**src/rtl/cacheline_burst_adaptor_if.sv**
```systemverilog
// Bundles the cache line port and the memory burst port of the line/burst adaptor.
// Ports: cache side address_i/read_i/write_i/line_i in, line_o/resp_o out;
//        memory side address_o/read_o/write_o/burst_o out, burst_i/resp_i in.
// slave modport is the adaptor's view; master modport is the cache+memory view.
interface cacheline_burst_adaptor_if #(
  parameter int LINE_WIDTH  = 256,
  parameter int BURST_WIDTH = 64,
  parameter int ADDR_WIDTH  = 32
);
  // cache side
  logic [ADDR_WIDTH-1:0]  address_i;
  logic                   read_i;
  logic                   write_i;
  logic [LINE_WIDTH-1:0]  line_i;
  logic [LINE_WIDTH-1:0]  line_o;
  logic                   resp_o;
  // memory side
  logic [ADDR_WIDTH-1:0]  address_o;
  logic                   read_o;
  logic                   write_o;
  logic [BURST_WIDTH-1:0] burst_o;
  logic [BURST_WIDTH-1:0] burst_i;
  logic                   resp_i;

  modport slave (
    input  address_i, read_i, write_i, line_i, burst_i, resp_i,
    output line_o, resp_o, address_o, read_o, write_o, burst_o
  );

  modport master (
    output address_i, read_i, write_i, line_i, burst_i, resp_i,
    input  line_o, resp_o, address_o, read_o, write_o, burst_o
  );
endinterface

```
**src/rtl/cacheline_burst_adaptor.sv**
```systemverilog
// Splits a cache line write into BEATS memory bursts and assembles BEATS read bursts into a line.
// Latency: request accepted in cycle 0, read_o/write_o from cycle 1, resp_o one cycle after last resp_i.
// Backpressure: memory paces beats with resp_i (gaps hold the count); cache holds its request until resp_o.
// Ports: clk, rst (async active-low), bus (slave modport: cache line port + memory burst port).
module cacheline_burst_adaptor #(
  parameter int LINE_WIDTH  = 256,
  parameter int BURST_WIDTH = 64,
  parameter int ADDR_WIDTH  = 32
) (
  input logic                      clk,
  input logic                      rst,
  cacheline_burst_adaptor_if.slave bus
);

  localparam int BEATS       = LINE_WIDTH / BURST_WIDTH;
  localparam int BEAT_BITS   = $clog2(BEATS);
  localparam int OFFSET_BITS = $clog2(LINE_WIDTH / 8);
  localparam logic [BEAT_BITS-1:0] LAST_BEAT = BEAT_BITS'(BEATS - 1);

  localparam logic [1:0] IDLE = 2'd0;
  localparam logic [1:0] RD   = 2'd1;
  localparam logic [1:0] WR   = 2'd2;
  localparam logic [1:0] DONE = 2'd3;

  logic [1:0]                         state_q;
  logic [BEAT_BITS-1:0]               count_q;
  logic [ADDR_WIDTH-1:0]              addr_q;
  // Beat k of the line lives in line_q[k], i.e. bits BURST_WIDTH*k upward.
  logic [BEATS-1:0][BURST_WIDTH-1:0]  line_q;
  // Separate read-result register so writes (which reuse line_q) never disturb line_o.
  logic [LINE_WIDTH-1:0]              line_out_q;
  logic [BEATS-1:0][BURST_WIDTH-1:0]  rd_line;

  // Line as it will look once the current read beat is merged in; captured on the final beat.
  always_comb begin
    rd_line          = line_q;
    rd_line[count_q] = bus.burst_i;
  end

  always_ff @(posedge clk or negedge rst) begin
    if (!rst) begin
      state_q    <= IDLE;
      count_q    <= '0;
      addr_q     <= '0;
      line_q     <= '0;
      line_out_q <= '0;
    end else begin
      case (state_q)
        IDLE: begin
          if (bus.read_i) begin
            state_q <= RD;
            addr_q  <= {bus.address_i[ADDR_WIDTH-1:OFFSET_BITS], {OFFSET_BITS{1'b0}}};
          end else if (bus.write_i) begin
            state_q <= WR;
            addr_q  <= {bus.address_i[ADDR_WIDTH-1:OFFSET_BITS], {OFFSET_BITS{1'b0}}};
            line_q  <= bus.line_i;
          end
        end
        RD: begin
          if (bus.resp_i) begin
            line_q[count_q] <= bus.burst_i;
            count_q         <= count_q + 1'b1;
            if (count_q == LAST_BEAT) begin
              state_q    <= DONE;
              line_out_q <= rd_line;
            end
          end
        end
        WR: begin
          if (bus.resp_i) begin
            count_q <= count_q + 1'b1;
            if (count_q == LAST_BEAT) begin
              state_q <= DONE;
            end
          end
        end
        default: begin
          state_q <= IDLE;
        end
      endcase
    end
  end

  assign bus.read_o    = (state_q == RD);
  assign bus.write_o   = (state_q == WR);
  assign bus.resp_o    = (state_q == DONE);
  assign bus.address_o = (state_q == RD || state_q == WR) ? addr_q : '0;
  assign bus.burst_o   = (state_q == WR) ? line_q[count_q] : '0;
  assign bus.line_o    = line_out_q;

endmodule

```
**src/flat_wrapper.sv**
```systemverilog
// flat-port wrapper written by rule: the top's interface ports become plain ports
module cacheline_burst_adaptor_flat 
#(
  parameter int LINE_WIDTH  = 256,
  parameter int BURST_WIDTH = 64,
  parameter int ADDR_WIDTH  = 32
)
  (clk, rst, bus_address_i, bus_read_i, bus_write_i, bus_line_i, bus_burst_i, bus_resp_i, bus_line_o, bus_resp_o, bus_address_o, bus_read_o, bus_write_o, bus_burst_o);
  cacheline_burst_adaptor_if #(.LINE_WIDTH(LINE_WIDTH), .BURST_WIDTH(BURST_WIDTH), .ADDR_WIDTH(ADDR_WIDTH)) bus_i ();
  input logic clk;
  input logic rst;
  input wire logic [$bits(bus_i.address_i)-1:0] bus_address_i;
  input wire logic [$bits(bus_i.read_i)-1:0] bus_read_i;
  input wire logic [$bits(bus_i.write_i)-1:0] bus_write_i;
  input wire logic [$bits(bus_i.line_i)-1:0] bus_line_i;
  input wire logic [$bits(bus_i.burst_i)-1:0] bus_burst_i;
  input wire logic [$bits(bus_i.resp_i)-1:0] bus_resp_i;
  output wire logic [$bits(bus_i.line_o)-1:0] bus_line_o;
  output wire logic [$bits(bus_i.resp_o)-1:0] bus_resp_o;
  output wire logic [$bits(bus_i.address_o)-1:0] bus_address_o;
  output wire logic [$bits(bus_i.read_o)-1:0] bus_read_o;
  output wire logic [$bits(bus_i.write_o)-1:0] bus_write_o;
  output wire logic [$bits(bus_i.burst_o)-1:0] bus_burst_o;
  assign bus_i.address_i = bus_address_i;
  assign bus_i.read_i = bus_read_i;
  assign bus_i.write_i = bus_write_i;
  assign bus_i.line_i = bus_line_i;
  assign bus_i.burst_i = bus_burst_i;
  assign bus_i.resp_i = bus_resp_i;
  assign bus_line_o = bus_i.line_o;
  assign bus_resp_o = bus_i.resp_o;
  assign bus_address_o = bus_i.address_o;
  assign bus_read_o = bus_i.read_o;
  assign bus_write_o = bus_i.write_o;
  assign bus_burst_o = bus_i.burst_o;
  cacheline_burst_adaptor #(.LINE_WIDTH(LINE_WIDTH), .BURST_WIDTH(BURST_WIDTH), .ADDR_WIDTH(ADDR_WIDTH)) u_core (.clk(clk), .rst(rst), .bus(bus_i));
endmodule
```
**config.mk**
```make
export PLATFORM = sky130hd
export DESIGN_NAME = cacheline_burst_adaptor_flat
export DESIGN_NICKNAME = d
export VERILOG_FILES = /design/src/rtl/cacheline_burst_adaptor_if.sv /design/src/rtl/cacheline_burst_adaptor.sv /design/src/flat_wrapper.sv
export SDC_FILE = /design/constraint.sdc
export NUM_CORES = 1
export LEC_CHECK = 0
export CORE_AREA = 4 4 276 278
export CTS_CLUSTER_SIZE = 12
export DETAILED_ROUTE_END_ITERATION = 6
export DIE_AREA = 0 0 280 282
export REMOVE_ABC_BUFFERS = 1
export SETUP_SLACK_MARGIN = 0.1
export SYNTH_ARGS = -nofsm -noshare
export SYNTH_HDL_FRONTEND = slang
export SYNTH_SLANG_ARGS = --single-unit
export TNS_END_PERCENT = 20
```
**constraint.sdc**
```tcl
create_clock -name clk -period 2.1 [get_ports clk]
set_input_delay 0.42 -clock clk [delete_from_list [all_inputs] [get_ports clk]]
set_output_delay 0.42 -clock clk [all_outputs]
set_load 0.01 [all_outputs]
```
==> metrics.json, run 1 <==
{
  "outcome": "finished with violations",
  "failed_checks": "negative setup slack",
  "worst_hold_path_type": "in2async",
  "synth_seq_area_share": 0.5217,
  "dr.first_iter.drc_count": 2310,
  "synth.area.top_cells": "sky130_fd_sc_hd__dfrtp_1, sky130_fd_sc_hd__mux2i_1, sky130_fd_sc_hd__a2bb2oi_1",
  "grt_antenna_before_repair": 12,
  "clock_buffer_count_from_cts": 60,
  "dp_hpwl_um": 74550,
  "detail_route.vias_per_cell": 5.838,
  "synthArstFlopShare": 1.000,
  "max_slew.worst_pin.slew_ns": 0.5694,
  "chipHeight_um": 282,
  "area_delta_synth_final_pct": 57.28,
  "timing.final.setup_violations": 253,
  "detail-route-antenna-nets": 0,
  "timing_worst_setup_path_type": "reg2out",
  "fp.coreArea_sq_mm": 0.07395,
  "final_critical_path_setup_slack_ns": -0.6267,
  "drt-total-wl_um": 116800,
  "numPlacedInstances": 3870,
  "grt_start_max_net_pins": 82,
  "synth_commonest_cells": "sky130_fd_sc_hd__dfrtp_1, sky130_fd_sc_hd__a2bb2oi_1, sky130_fd_sc_hd__o22ai_1",
  "htreeDepth": 2,
  "avg_inst_size_synth_sq_um": 11.33,
  "achievable-frequency_ghz": 0.3667,
  "clock-root-buffer": "sky130_fd_sc_hd__clkbuf_16",
  "mappedNetlistArea_sq_mm": 0.02605,
  "pre_cts_ws_ns": -0.3160,
  "rsz0062_at_grt": "true",
  "floorplan.die.width_um": 280,
  "final_max_slew_viol_count": 0,
  "finish.cell_count_without_fillers": 4085,
  "routabilityCongestion": 0.9168,
  "synth_most_common_cell": "sky130_fd_sc_hd__dfrtp_1",
  "vias": 23850,
  "fin_worst_skew_ns": 0.01239,
  "flip_flop_and_latch_count_after_synthesis": 543,
  "critical_path.startpoint_type": "flip-flop",
  "critical_path_arrival_ns": 2.31,
  "synth-edff-count": 0,
  "critical_path.max_fanout": 6,
  "placementRows": 100,
  "crit_path_end_kind": "primary output",
  "cts_buffer_depth": 3,
  "synthesis.yosys.warnings": 0,
  "first_pass_iters": 5,
  "fin_tns_setup_ns": -51.48,
  "finish.net_count": 3429,
  "max-cap-violations": 0,
  "initial_utilization": 0.3523,
  "yosysUniqueCellTypes": 30,
  "slew-limit-headroom": 0.6192,
  "period_share": 1.298,
  "routed_wire_length_per_instance_um": 28.58,
  "netlist_instances": 2299,
  "post_route_cells_drive_above_1_share": 0.2814,
  "synth_top_area_frac": 0.5217,
  "clk_pin_slew_ns": 0.07,
  "area_of_the_die_sq_mm": 0.07896,
  "grt_pass1_wl_um": 161800,
  "placement.io_buffers": 701,
  "grt_overflow_total": 0,
  "power.density_mw_per_mm2": 1836,
  "final_hold_viol_count": 0,
  "clock_sink_count": 543,
  "pin_count": 712,
  "layout.core_utilization": 0.5540,
  "leakagePower_nw": 17.19,
  "cts_tree": "done",
  "clk-insertion-delay-late_ns": 0.62,
  "required_ns": 1.68,
  "power.ir.vdd_worst_mv": 1.079,
  "global_route.usage.total": 0.2707,
  "via_count_of_the_first_global_routing_pass": 24480,
  "remaining_drc_errors": 0,
  "period_minus_slack_ns": 2.727,
  "post-synth-top-area-cell": "sky130_fd_sc_hd__dfrtp_1",
  "synthFlopType": "sky130_fd_sc_hd__dfrtp_1",
  "holdWs_ns": 0.2638
}
[per-layer routing]
| layer | track usage | vias up | wire, um |
|---|---|---|---|
| li1 | - | 10060 | - |
| met1 | 0.3431 | 12100 | 45510 |
| met2 | 0.4543 | 1401 | 56710 |
| met3 | 0.06285 | 284 | 9968 |
| met4 | 0.1023 | 4 | 4548 |
| met5 | 0 | - | 21 |
[path summary, 6_finish.rpt]
path	startpoint	to	slack, ns	cells past startpoint
worst max-delay path	u_core.count_q[0]$_DFFE_PN0P_	bus_burst_o[47]	-0.63	6
worst min-delay path	rst	u_core.line_q[40]$_DFFE_PN0P_	0.26	2
worst max register to register	u_core.count_q[0]$_DFFE_PN0P_	u_core.bus.line_o[240]$_DFFE_PN0P_	-0.12	10
worst min register to register	u_core.bus.line_o[90]$_DFFE_PN0P_	u_core.bus.line_o[90]$_DFFE_PN0P_	0.48	2
max in group asynchronous	rst	u_core.line_q[76]$_DFFE_PN0P_	0.94	4
min in group clk	bus_line_i[255]	u_core.line_q[255]$_DFFE_PN0P_	0.41	3
[power breakdown]
group          internal, W  switching, W
sequential          0.0156       0.00436
combinational       0.0239        0.0200
clock              0.00686       0.00452
total               0.0463        0.0289
[flip-flops by register name (all words and copies together) (netlist names)]
name               count
u_core.bus.line_o    256
u_core.line_q        256
u_core.addr_q         27
u_core.count_q         2
u_core.state_q         2
[final cells by class]
cell class,instances,area (sq um)
clock inverter,20,305.3
timing repair buffer,976,11410
fill,6149,32980
clock buffer,89,1802
antenna,10,25.02
multi-input combinational,1467,12570
sequential,543,13600
tap,969,1212
inverter,11,41.29
[critical path, cell delays in order, from the launching register on]
cell and delay, ns:
sky130_fd_sc_hd__dfrtp_4 0.47, sky130_fd_sc_hd__buf_12 0.16, sky130_fd_sc_hd__buf_12 0.14, sky130_fd_sc_hd__buf_12 0.13
sky130_fd_sc_hd__mux4_2 0.52, sky130_fd_sc_hd__and2_4 0.16, sky130_fd_sc_hd__buf_6 0.11
[cells by family after synthesis]
group,share of synthesized area
multiplexers,0.1674
adder cells (fa/ha/maj),0.006245
AO/OA/AOI/OAI,0.1958
other,0.0001440
XOR/XNOR,0.0003363
flip-flops,0.5217
buffers and inverters,0.04938
AND/OR/NAND/NOR,0.05899
[cell usage in the layout (no fill, tap or decap), types with 8 or more instances in the layout]
cell | synthesis | final
sky130_fd_sc_hd__mux2i_1 | 232 | 228
sky130_fd_sc_hd__nand2_2 | 1 | 30
sky130_fd_sc_hd__mux2_2 | 53 | 30
sky130_fd_sc_hd__o22ai_1 | 255 | 250
sky130_fd_sc_hd__bufinv_16 | 0 | 8
sky130_fd_sc_hd__and2_4 | 0 | 86
sky130_fd_sc_hd__buf_12 | 0 | 88
sky130_fd_sc_hd__o21ai_1 | 0 | 51
sky130_fd_sc_hd__buf_4 | 10 | 82
sky130_fd_sc_hd__clkbuf_16 | 0 | 86
sky130_fd_sc_hd__nand2_1 | 241 | 188
sky130_fd_sc_hd__diode_2 | 0 | 10
sky130_fd_sc_hd__clkbuf_1 | 84 | 11
sky130_fd_sc_hd__mux4_2 | 64 | 64
sky130_fd_sc_hd__clkdlybuf4s50_1 | 0 | 605
sky130_fd_sc_hd__a2bb2oi_2 | 0 | 55
sky130_fd_sc_hd__o21ai_2 | 2 | 55
sky130_fd_sc_hd__mux2_4 | 0 | 23
sky130_fd_sc_hd__clkinv_2 | 0 | 10
sky130_fd_sc_hd__o21ai_0 | 234 | 129
sky130_fd_sc_hd__clkbuf_8 | 0 | 17
sky130_fd_sc_hd__buf_6 | 0 | 128
sky130_fd_sc_hd__nand2_4 | 0 | 23
sky130_fd_sc_hd__buf_8 | 0 | 18
sky130_fd_sc_hd__dfrtp_1 | 543 | 540
sky130_fd_sc_hd__a2bb2oi_1 | 255 | 200
sky130_fd_sc_hd__buf_16 | 0 | 19
sky130_fd_sc_hd__ha_4 | 0 | 12
[through the flow]
stage          power (W)  cell area (sq um)
5_1_grt          0.07836              40960
4_1_cts          0.07137              38740
3_3_place_gp     0.05567              35530
2_1_floorplan    0.03601              24820
6_report         0.07520              40970
3_5_place_dp     0.05615              35530
[repair_timing]
action                     CTS  global route
setup buffers               41            25
hold buffers                 1             0
gates resized for setup    584           437
hold endpoints to repair    33             0
pin swaps                   32            97
cloned                      13            27
setup endpoints to repair  578           752
Power figures use the tool's default switching activity.
==> run 2: changes to the inputs <==
--- a/config.mk
+++ b/config.mk
@@ -5,10 +5,11 @@
 export SDC_FILE = /design/constraint.sdc
 export NUM_CORES = 1
 export LEC_CHECK = 0
-export CORE_AREA = 4 4 276 278
+export CORE_AREA = 10 10 270 272
 export CTS_CLUSTER_SIZE = 12
 export DETAILED_ROUTE_END_ITERATION = 6
 export DIE_AREA = 0 0 280 282
+export PLACE_DENSITY = 0.69
 export REMOVE_ABC_BUFFERS = 1
 export SETUP_SLACK_MARGIN = 0.1
 export SYNTH_ARGS = -nofsm -noshare
==> metrics.json, run 2 (same netlist as run 1, synthesis figures left out) <==
{
  "outcome": "finished with violations",
  "failed_checks": "negative setup slack",
  "fp.coreArea_sq_mm": 0.06775,
  "timing_worst_setup_path_type": "reg2out",
  "dr.first_iter.drc_count": 2496,
  "final_cell_mix": "sky130_fd_sc_hd__clkdlybuf4s50_1, sky130_fd_sc_hd__dfrtp_1, sky130_fd_sc_hd__o22ai_1",
  "fin_worst_skew_ns": 0.03102,
  "initial_utilization": 0.3845,
  "period_minus_slack_ns": 2.752,
  "worst_r2r_startpoint": "u_core.state_q[1]$_DFFE_PN0P_",
  "setup.worst_path.end": "bus_burst_o[35]",
  "finish.cell_count_without_fillers": 4014,
  "placementRows": 96,
  "fin_tns_setup_ns": -43.02,
  "power.share.combinational": 0.601,
  "slew-limit-headroom": 0.6350,
  "grt_pass1_wl_um": 173200,
  "critical_path.max_fanout": 7,
  "period_share": 1.310,
  "design_power_total_w": 0.07659,
  "placement.io_buffers": 701,
  "critical_path.startpoint_type": "flip-flop",
  "regToRegSetupSlack_ns": -0.02,
  "max_slew.worst_pin.slew_ns": 0.5474,
  "htreeDepth": 2,
  "grt_antenna_before_repair": 14,
  "achievable-frequency_ghz": 0.3634,
  "cts_buffer_depth": 3,
  "layout.area.seq_sq_mm": 0.01360,
  "final_critical_path_setup_slack_ns": -0.6520,
  "timing.final.setup_violations": 113,
  "leakagePower_nw": 17.07,
  "finish.net_count": 3444,
  "finish.instance_area_sq_mm": 0.04066,
  "clk-insertion-delay-late_ns": 0.63,
  "detail_route.vias_per_cell": 6.061,
  "grt_start_max_net_pins": 77,
  "rsz0062_at_grt": "true",
  "numPlacedInstances": 3767,
  "routed_wire_length_per_instance_um": 30.55,
  "required_ns": 1.68,
  "post_route_cells_drive_above_1_share": 0.2542,
  "crit-reg2reg-capture": "u_core.line_q[181]$_DFFE_PN0P_",
  "routabilityCongestion": 0.9639,
  "total_switching_power_w": 0.02983,
  "clock-root-buffer": "sky130_fd_sc_hd__clkbuf_16",
  "worst_hold_path_type": "in2async",
  "clk_pin_slew_ns": 0.06,
  "floorplan.die.width_um": 280,
  "remaining_drc_errors": 0,
  "critPathLaunch": "u_core.count_q[0]$_DFFE_PN0P_",
  "nFillCells": 5323,
  "area_of_the_die_sq_mm": 0.07896,
  "max-cap-violations": 0,
  "global_route.usage.total": 0.2926,
  "sw_frac_of_total": 0.3895,
  "vias": 24330,
  "dp_hpwl_um": 77370,
  "power.ir.vdd_worst_mv": 0.9748,
  "clock_sink_count": 543,
  "internal_power_w": 0.04676,
  "timing.reg2reg.worst_path_depth": 12,
  "post_dp_cell_area_sq_mm": 0.03534,
  "detail-route-antenna-nets": 0,
  "pin_count": 712,
  "via_count_of_the_first_global_routing_pass": 25580,
  "clock_buffer_count_from_cts": 60,
  "final_hold_viol_count": 0,
  "drt-total-wl_um": 122600,
  "clock_power_share": 0.140,
  "pwr-share-seq": 0.259,
  "area_delta_synth_final_pct": 56.09,
  "chipHeight_um": 282,
  "grt_overflow_total": 0,
  "first_pass_iters": 5,
  "multi_input_area_sq_mm": 0.01225,
  "final_max_slew_viol_count": 0,
  "critical_path_arrival_ns": 2.33,
  "cts_tree": "done",
  "crit_path_end_kind": "primary output",
  "mostFrequentLayoutCell": "sky130_fd_sc_hd__clkdlybuf4s50_1",
  "power.density_mw_per_mm2": 1884
}
==> run 2: layout make-up <==
type	count	area share
inverters	11	0.001169
well taps	882	0.02714
diodes	8	0.0004924
clock buffers	95	0.04589
flip-flops and latches	543	0.3344
repair buffers	989	0.2862
multi-input cells	1469	0.3013
clock inverters	17	0.003416
==> run 2: worst min-delay path by stage <==
stage                                    endpoint  slack, ns  depth (start not counted)
6_report           u_core.line_q[141]$_DFFE_PN0P_       0.30                          2
5_1_grt            u_core.line_q[213]$_DFFE_PN0P_       0.31                          2
4_1_cts            u_core.line_q[213]$_DFFE_PN0P_       0.27                          2
3_5_place_dp   u_core.bus.line_o[145]$_DFFE_PN0P_       0.36                          1
3_3_place_gp   u_core.bus.line_o[145]$_DFFE_PN0P_       0.36                          1
2_1_floorplan       u_core.addr_q[10]$_DFFE_PN0P_       0.12                          0
==> run 2: timing repair <==
item | in CTS | in global routing
hold endpoints to repair | 21 | 0
cloned | 36 | 17
hold buffers | 1 | 0
pin swaps | 61 | 9
resized for setup | 638 | 145
setup endpoints to repair | 672 | 735
buffers inserted | 67 | 24
==> run 2: worst max-delay path, cell delays in order (launching register included) <==
cell                      delay, ns
sky130_fd_sc_hd__dfrtp_4       0.46
sky130_fd_sc_hd__buf_12        0.17
sky130_fd_sc_hd__buf_12        0.14
sky130_fd_sc_hd__buf_16        0.13
sky130_fd_sc_hd__mux4_2        0.51
sky130_fd_sc_hd__and2_4        0.17
sky130_fd_sc_hd__buf_6         0.11
==> run 2: metal layers <==
| metal | wire length (um) | vias up | part of all wire | track usage |
|---|---|---|---|---|
| met3 | 12010 | 373 | 0.098 | 0.08083 |
| met4 | 6078 | 12 | 0.050 | 0.1382 |
| met2 | 59440 | 1610 | 0.48 | 0.4872 |
| li1 | - | 10110 | - | - |
| met1 | 44980 | 12230 | 0.37 | 0.3471 |
| met5 | 98 | - | 0.00080 | 0 |
==> run 2: power by group through the flow <==
| stage | Clock, W | Sequential [W] | Combinational [W] |
|---|---|---|---|
| after floorplan | 0 | 0.0201 | 0.0159 |
| after global placement | 0 | 0.0193 | 0.0362 |
| after detailed placement | 0 | 0.0195 | 0.0369 |
| after CTS | 0.0108 | 0.0195 | 0.0437 |
| after global routing | 0.0113 | 0.0202 | 0.0483 |
| final | 0.0108 | 0.0198 | 0.0460 |
==> run 2: per-stage QoR <==
step | utilization | setup WS (ns) | hold WS (ns)
final | 0.6001 | -0.6520 | 0.2995
after global routing | 0.6001 | -0.7016 | 0.3150
after CTS | 0.5863 | -0.6815 | 0.2739
after detailed placement | 0.5217 | -0.3402 | 0.3628
after global placement | 0.5217 | -0.3397 | 0.3584
after floorplan | - | -17.11 | 0.1244
